<file path="src/rtl/boot_loader_if.sv">
// boot_loader_if: byte stream, CPU bus and memory bus seen by the boot loader.
interface boot_loader_if;
    logic        in_valid;
    logic        in_ready;
    logic [7:0]  in_data;
    logic [29:0] cpu_bus_addr;
    logic [31:0] cpu_bus_data_w;
    logic [3:0]  cpu_bus_mask_w;
    logic [29:0] mem_addr;
    logic [31:0] mem_data_w;
    logic [3:0]  mem_mask_w;
    modport slave (
        input  in_valid, in_data, cpu_bus_addr, cpu_bus_data_w, cpu_bus_mask_w,
        output in_ready, mem_addr, mem_data_w, mem_mask_w
    );
    modport master (
        output in_valid, in_data, cpu_bus_addr, cpu_bus_data_w, cpu_bus_mask_w,
        input  in_ready, mem_addr, mem_data_w, mem_mask_w
    );
endinterface

</file>
<file path="src/rtl/boot_loader.sv">
// boot_loader: loads a length-prefixed little-endian image into memory, then hands the bus to the CPU.
module boot_loader #(
    parameter logic [29:0] BASE = 30'd0
) (
    input  logic clock,
    input  logic reset,
    input  logic boot_req,
    output logic cpu_reset,
    output logic busy,
    boot_loader_if.slave bus
);
    typedef enum logic [1:0] {LEN, DATA, WRITE, RUN} state_t;
    state_t      state, next;
    logic [1:0]  cnt;
    logic [29:0] idx, n, idx_inc;
    logic [31:0] w, shifted;
    logic        take, last, run;
    always_comb begin
        run = state == RUN;
        bus.in_ready = state == LEN || state == DATA;
        take = bus.in_ready && bus.in_valid;
        last = take && cnt == 2'd3;
        shifted = {bus.in_data, w[31:8]};
        idx_inc = idx + 30'd1;
        next = state == LEN   ? (last ? (shifted[29:0] == 30'd0 ? RUN : DATA) : LEN) :
               state == DATA  ? (last ? WRITE : DATA) :
               state == WRITE ? (idx_inc == n ? RUN : DATA) :
                                (boot_req ? LEN : RUN);
        busy = !run;
        bus.mem_addr = run ? bus.cpu_bus_addr : BASE + idx;
        bus.mem_data_w = run ? bus.cpu_bus_data_w : w;
        bus.mem_mask_w = run ? bus.cpu_bus_mask_w : (state == WRITE ? 4'hf : 4'h0);
    end
    // w doubles as the length shift register while in LEN; DATA refills all four bytes
    always_ff @(posedge clock) begin
        if (reset) begin
            state <= LEN;
            cnt <= 2'd0;
            idx <= 30'd0;
            cpu_reset <= 1'b1;
        end else begin
            state <= next;
            cpu_reset <= next != RUN;
            if (take) begin
                cnt <= cnt + 2'd1;
                w <= shifted;
            end
            if (state == LEN && last) begin
                n <= shifted[29:0];
                idx <= 30'd0;
            end
            if (state == WRITE)
                idx <= idx_inc;
            if (run && boot_req) begin
                cnt <= 2'd0;
                idx <= 30'd0;
            end
        end
    end
endmodule

</file>
<file path="src/flat_wrapper.sv">
// flat-port wrapper written by rule: the top's interface ports become plain ports
module boot_loader_flat 
#(
    parameter logic [29:0] BASE = 30'd0
)
  (clock, reset, boot_req, cpu_reset, busy, bus_in_valid, bus_in_data, bus_cpu_bus_addr, bus_cpu_bus_data_w, bus_cpu_bus_mask_w, bus_in_ready, bus_mem_addr, bus_mem_data_w, bus_mem_mask_w);
  boot_loader_if bus_i ();
  input  logic clock;
  input  logic reset;
  input  logic boot_req;
  output logic cpu_reset;
  output logic busy;
  input wire logic [$bits(bus_i.in_valid)-1:0] bus_in_valid;
  input wire logic [$bits(bus_i.in_data)-1:0] bus_in_data;
  input wire logic [$bits(bus_i.cpu_bus_addr)-1:0] bus_cpu_bus_addr;
  input wire logic [$bits(bus_i.cpu_bus_data_w)-1:0] bus_cpu_bus_data_w;
  input wire logic [$bits(bus_i.cpu_bus_mask_w)-1:0] bus_cpu_bus_mask_w;
  output wire logic [$bits(bus_i.in_ready)-1:0] bus_in_ready;
  output wire logic [$bits(bus_i.mem_addr)-1:0] bus_mem_addr;
  output wire logic [$bits(bus_i.mem_data_w)-1:0] bus_mem_data_w;
  output wire logic [$bits(bus_i.mem_mask_w)-1:0] bus_mem_mask_w;
  assign bus_i.in_valid = bus_in_valid;
  assign bus_i.in_data = bus_in_data;
  assign bus_i.cpu_bus_addr = bus_cpu_bus_addr;
  assign bus_i.cpu_bus_data_w = bus_cpu_bus_data_w;
  assign bus_i.cpu_bus_mask_w = bus_cpu_bus_mask_w;
  assign bus_in_ready = bus_i.in_ready;
  assign bus_mem_addr = bus_i.mem_addr;
  assign bus_mem_data_w = bus_i.mem_data_w;
  assign bus_mem_mask_w = bus_i.mem_mask_w;
  boot_loader #(.BASE(BASE)) u_core (.clock(clock), .reset(reset), .boot_req(boot_req), .cpu_reset(cpu_reset), .busy(busy), .bus(bus_i));
endmodule
</file>
<file path="config.mk">
export PLATFORM = sky130hd
export DESIGN_NAME = boot_loader_flat
export DESIGN_NICKNAME = d
export VERILOG_FILES = /design/src/rtl/boot_loader_if.sv /design/src/rtl/boot_loader.sv /design/src/flat_wrapper.sv
export SDC_FILE = /design/constraint.sdc
export NUM_CORES = 1
export LEC_CHECK = 0
export BUFFER_PORTS_ARGS = -buffer_cell sky130_fd_sc_hd__buf_2
export CAP_MARGIN = 40
export CORE_ASPECT_RATIO = 0.75
export CORE_MARGIN = 2
export CORE_UTILIZATION = 35
export DETAILED_ROUTE_END_ITERATION = 7
export GPL_TIMING_DRIVEN = 0
export PLACE_DENSITY = 0.55
export SYNTH_ARGS = -nofsm -noshare
export SYNTH_HDL_FRONTEND = slang
export SYNTH_SLANG_ARGS = --single-unit
</file>
<file path="constraint.sdc">
create_clock -name clock -period 4.5 [get_ports clock]
set_input_delay 0.225 -clock clock [delete_from_list [all_inputs] [get_ports clock]]
set_output_delay 0.225 -clock clock [all_outputs]
set_load 0.02 [all_outputs]
</file>
# After elaboration in Yosys (flattened, before gate mapping)
# Index checks and enable logic that the tools add are counted.
[totals]
ff_bits = 97
in_bits = 78
out_inout_bits = 69
wordCells = 41
[op_classes]
addsub = 2
n_eq_ne = 6
muxes = 14
bitwise_logic = 1
reduce_logical = 12
[op_table]
columns = ["cell", "n"]
rows = [
  ["two-way mux 30 bit", 3],
  ["two-way mux 32 bit", 1],
  ["adder 30 x 1 -> 30 bit, second input constant", 1],
  ["equality test 30 bit", 1],
  ["zero test 30 bit", 1],
  ["two-way mux 2 bit", 8],
  ["two-way mux 4 bit", 2],
  ["equality test 2 bit, second input constant", 3],
  ["logical AND 1 bit", 4],
  ["AND reduction 2 bit", 2],
  ["adder 2 x 1 -> 2 bit, second input constant", 1],
  ["equality test 2 x 1 -> 1 bit, second input constant", 1],
  ["zero test 2 bit", 1],
  ["inequality test 2 bit, second input constant", 1],
  ["nonzero test 2 bit", 1],
  ["OR reduction 2 bit", 1],
  ["zero test 1 bit", 1],
  ["logical OR 1 bit", 1],
  ["NOT 1 bit", 1],
]

# Logic depth before layout (Yosys ltp)
[depth]
ltp_word = 8
mapped_depth = 10
ltp_nobuf = 9

# Worst setup path before layout
# OpenSTA, ideal clock, no wires.
[synth_path]
path_kind = "flip-flop to flip-flop"
start = "reg u_core.state[0]"
end = "reg u_core.n[0] (enable)"
setup_ns = 0.493
arrival_ns = 3.625
t_required_ns = 4.007
path_slack_ns = 0.383
stages_incl_launch_ff = 4
period_less_slack_ns = 4.117
path_cell_list = "dfxtp_1 -> clkbuf_1 -> clkbuf_1 -> nor4_1"
[synth_between]
elab_chain_len = 6
elab_cells_between_ends = 7
classes_between = "eq/ne: 1; reduce/logical: 6"
[synth_rtl]
columns = ["item", "line", "rtl"]
rows = [
  ["from (decl)", "boot_loader.sv:13", "state_t state, next;"],
  ["from (signal assigned)", "boot_loader.sv:42", "state <= next;"],
  ["equality test 2 x 1 -> 1 bit or zero test 2 bit (tied branches)", "boot_loader.sv:20, boot_loader.sv:48", ""],
  ["logical OR 1 bit", "boot_loader.sv:20", "bus.in_ready = state == LEN || state == DATA;"],
  ["logical AND 1 bit", "boot_loader.sv:21", "take = bus.in_ready && bus.in_valid;"],
  ["logical AND 1 bit", "boot_loader.sv:22", "last = take && cnt == 2'd3;"],
  ["logical AND 1 bit *", "boot_loader.sv:48", "if (state == LEN && last) begin"],
  ["AND reduction 2 bit (no source line) *", "--", ""],
  ["to (signal assigned)", "boot_loader.sv:49", "n <= shifted[29:0];"],
  ["to (decl)", "boot_loader.sv:15", "logic [29:0] idx, n, idx_inc;"],
]
# Mark *: on every way between the ends. The rest lies on a longest branch, timed or not.
# A chain may end at the register's enable or synchronous reset.

# Worst setup path after layout
[layout_path]
start = "reg u_core.idx[1]"
end = "reg u_core.cpu_reset"
[layout_between]
elab_chain_len = 7
[layout_rtl]
columns = ["item", "line", "rtl"]
rows = [
  ["from (decl)", "boot_loader.sv:15", ""],
  ["from (signal assigned)", "boot_loader.sv:53", "idx <= idx_inc;"],
  ["adder 30 x 1 -> 30 bit", "boot_loader.sv:24", "idx_inc = idx + 30'd1;"],
  ["equality test 30 bit", "boot_loader.sv:27", "state == WRITE ? (idx_inc == n ? RUN : DATA) :"],
  ["two-way mux 2 bit (2 in a row)", "boot_loader.sv:27", ""],
  ["two-way mux 2 bit", "boot_loader.sv:26", "state == DATA ? (last ? WRITE : DATA) :"],
  ["two-way mux 2 bit", "boot_loader.sv:25", "next = state == LEN ? (last ? (shifted[29:0] == 30'd0 ? RUN : DATA) : LEN) :"],
  ["inequality test 2 bit", "boot_loader.sv:43", "cpu_reset <= next != RUN;"],
  ["to (signal assigned)", "boot_loader.sv:40", "cpu_reset <= 1'b1;"],
  ["to (signal assigned)", "boot_loader.sv:43", ""],
  ["to (decl)", "boot_loader.sv:8", "output logic cpu_reset,"],
]
# No other way between the ends.

==> results.txt <==
layout cells sized above 1 -> 35.1%
status -> finished clean
Seq cells post-synth -> 97
Distinct cells, synth -> 57
core area -> 15900 um^2
RSZ-0062 raised after global routing -> false
total CTS buffers -> 9
Synth Instances -> 562
Worst-Margin Slew -> 0.805 ns
final net count -> 808
Main synth FF type -> edfxtp_1
largest net degree at the start of global routing -> 33
DR vias -> 5097
CP most frequent cell -> or4_1
clk_lat worst skew -> 0.36 ns
CTS tree -> built
crit end category -> flip-flop
I/O pin cnt -> 147
hpwl dp -> 13500 um
Slew headroom -> 46.4%
Final GP Congestion -> 0.865
n_diodes -> 0
class of the worst hold path -> in -> reg
PD cells -> 271 nW/um^2
Leak Pwr -> 2.66 nW
biggest cell delay along the critical path -> 0.56 ns
Slew Viols, Final -> 0
Tot GR Track Use -> 21.0%
critical-path cell list -> ha_1, nand3_2, or4_1, clkbuf_2, nor4b_2, o2111ai_1, a2111oi_2, nand4_1, o41a_1, or4_1
Die W -> 150 um
FP Rows -> 40
register area -> 2560 um^2
most frequent cells after synthesis -> mux2_2, edfxtp_1, nor2_1
DR vias/cell -> 5.41
Post-Syn Area -> 5620 um^2
top cells by area, synth -> edfxtp_1, mux2_2, dfxtp_1
initial antenna violation count -> 0
first-pass GRT wire length -> 26900 um
vias in the first global route -> 4716
Initial Util -> 35.4%
Syn Area/Cell -> 10.0 um^2
crit path kind -> reg -> reg
final wirelength -> 17800 um
yosys warns -> 0
H-tree levels -> 3
Async S/R FF share, synth -> 0%
Max VDD drop -> 187 uV
clk buf depth -> 2
WL per Instance -> 18.8 um
Root Driver -> clkbuf_16
max capacitance violation total -> 0
Seq/Total Area, Yosys -> 45.6%
post-route insts no fill -> 943
DP Area -> 6700 um^2
Synth area leader -> edfxtp_1
Remaining Overflow, GRT -> 0
Tmin final -> 3.71 ns
startpoint types -> flip-flop
area of the multi-input gates -> 2840 um^2
Starting DRT DRC Count -> 373
antenna viol nets, final -> 0
clock slew at reported path FFs -> 0.07 ns
number of synthesized flops with an enable pin -> 62
final setup violation count -> 0
# placed instances -> 927
Sink Count -> 97
Resize count post-CTS -> 0
setup bufs post-CTS -> 0
Synth top area share -> 33.1%
Hold Vio Cnt, Final -> 0
Req. time, crit path -> 4.74 ns
crit path max-delay cell type -> or4_1
Final Cell Area -> 7020 um^2
syn nets -> 642
Clock Skew -> 0.0109 ns
Total Neg Setup Slack -> 0 ns
crit-path max FO -> 8
upper clock frequency limit -> 269 MHz
Synth-to-Final Area Change -> 24.8%
drt pass-1 iters -> 5
IO buf count -> 146
# DRC -> 0
Tcrit/Tclk final -> 82.5%
die height -> 114 um
Filler cells -> 1540
top-count cell post-synth -> mux2_2
Hold Buf Count CTS -> 0
Worst EP arrival -> 3.95 ns
die area -> 17100 um^2
state kept, by name (all words and copies together) (netlist names):
name and cells:
u_core.cnt 2, u_core.n 30, u_core.cpu_reset 1, u_core.w 32
u_core.idx 30, u_core.state 2
report_power, final:
group | internal [mW] | leakage [nW] | switching, mW
combinational | 0.0486 | 1.65 | 0.0544
clock | 0.444 | 0.155 | 0.375
sequential | 0.961 | 0.852 | 0.0156
total | 1.45 | 2.66 | 0.445
layer usage:
layer,routed length [um],share of wire (%),GRT usage [%],vias up
li1,-,-,-,2454
met3,1370,7.7,4.56,18
met1,8790,49,32.2,2406
met4,242,1.4,4.53,0
met5,0,0,0,-
met2,7370,41,30.4,219
logic make-up after synthesis:
| logic type | count (synthesis) | share of synthesized area (%) |
|---|---|---|
| simple gates | 197 | 18.8 |
| compound gates | 107 | 11.9 |
| flops | 97 | 45.6 |
| mux | 68 | 13.5 |
| buf+inv | 56 | 4.07 |
| xor+xnor | 35 | 5.70 |
| fa+ha+maj | 2 | 0.445 |
worst max-delay path: cells and delay by family, from the launching register on:
family	cells	cell delay, ns
flip-flops	1	0.46
buffers and inverters	1	0.23
adder cells (fa/ha/maj)	1	0.34
AO/OA/AOI/OAI	3	0.99
AND/OR/NAND/NOR	5	1.56
path summary, 6_finish.rpt:
path / from / end / slack [ns] / cells past startpoint
setup / recovery: u_core.idx[1] / u_core.cpu_reset / 0.79 / 10
hold / removal: bus_in_data[6] / u_core.w[30] / 0.04 / 1
hold reg to reg: u_core.w[10] / u_core.w[2] / 0.51 / 0
setup reg to reg: u_core.idx[1] / u_core.cpu_reset / 0.79 / 10
final cells by class:
type | instances | area share (%)
multi-input cells | 409 | 40.5
flip-flops and latches | 97 | 36.5
well taps | 210 | 3.75
inverters | 10 | 0.535
clock buffers | 9 | 3.21
repair buffers | 155 | 11.4
plain buffers | 46 | 2.73
clock inverters | 7 | 1.27
per-stage QoR:
step | hold slack [ns] | utilization, % | setup slack (ns) | power, mW
after floorplan | 0.303 | - | 0.383 | 1.04
after global placement | 0.402 | 41.7 | -0.653 | 1.09
after detailed placement | 0.407 | 42.2 | 0.837 | 1.10
after CTS | 0.0294 | 44.2 | 0.822 | 1.91
after global routing | 0.0233 | 44.2 | 0.640 | 1.96
final | 0.0435 | 44.2 | 0.786 | 1.90
placed cells by master (no fill, tap or decap), types with 2 or more instances in the layout:
| master | n |
|---|---|
| ha_1 | 2 |
| dfxtp_1 | 35 |
| nor4_1 | 15 |
| inv_6 | 2 |
| nand3_1 | 16 |
| a311oi_1 | 9 |
| o21ai_0 | 26 |
| inv_1 | 10 |
| nor2_1 | 44 |
| a22oi_1 | 3 |
| buf_2 | 156 |
| a211oi_1 | 6 |
| nand4b_1 | 2 |
| or4_1 | 6 |
| xnor2_1 | 25 |
| a31oi_1 | 11 |
| clkbuf_2 | 2 |
| nor2b_1 | 5 |
| nand4_1 | 19 |
| clkbuf_1 | 35 |
| clkbuf_16 | 9 |
| mux2_2 | 64 |
| xor2_1 | 9 |
| or3_1 | 7 |
| buf_4 | 7 |
| nand2_1 | 37 |
| a21oi_1 | 37 |
| and4_1 | 4 |
| nor4_2 | 2 |
| mux2i_1 | 4 |
| edfxtp_1 | 62 |
| and3_1 | 7 |
| o21a_1 | 2 |
| o31ai_1 | 2 |
| nor3_1 | 20 |
(Power assumes the default switching activity.)
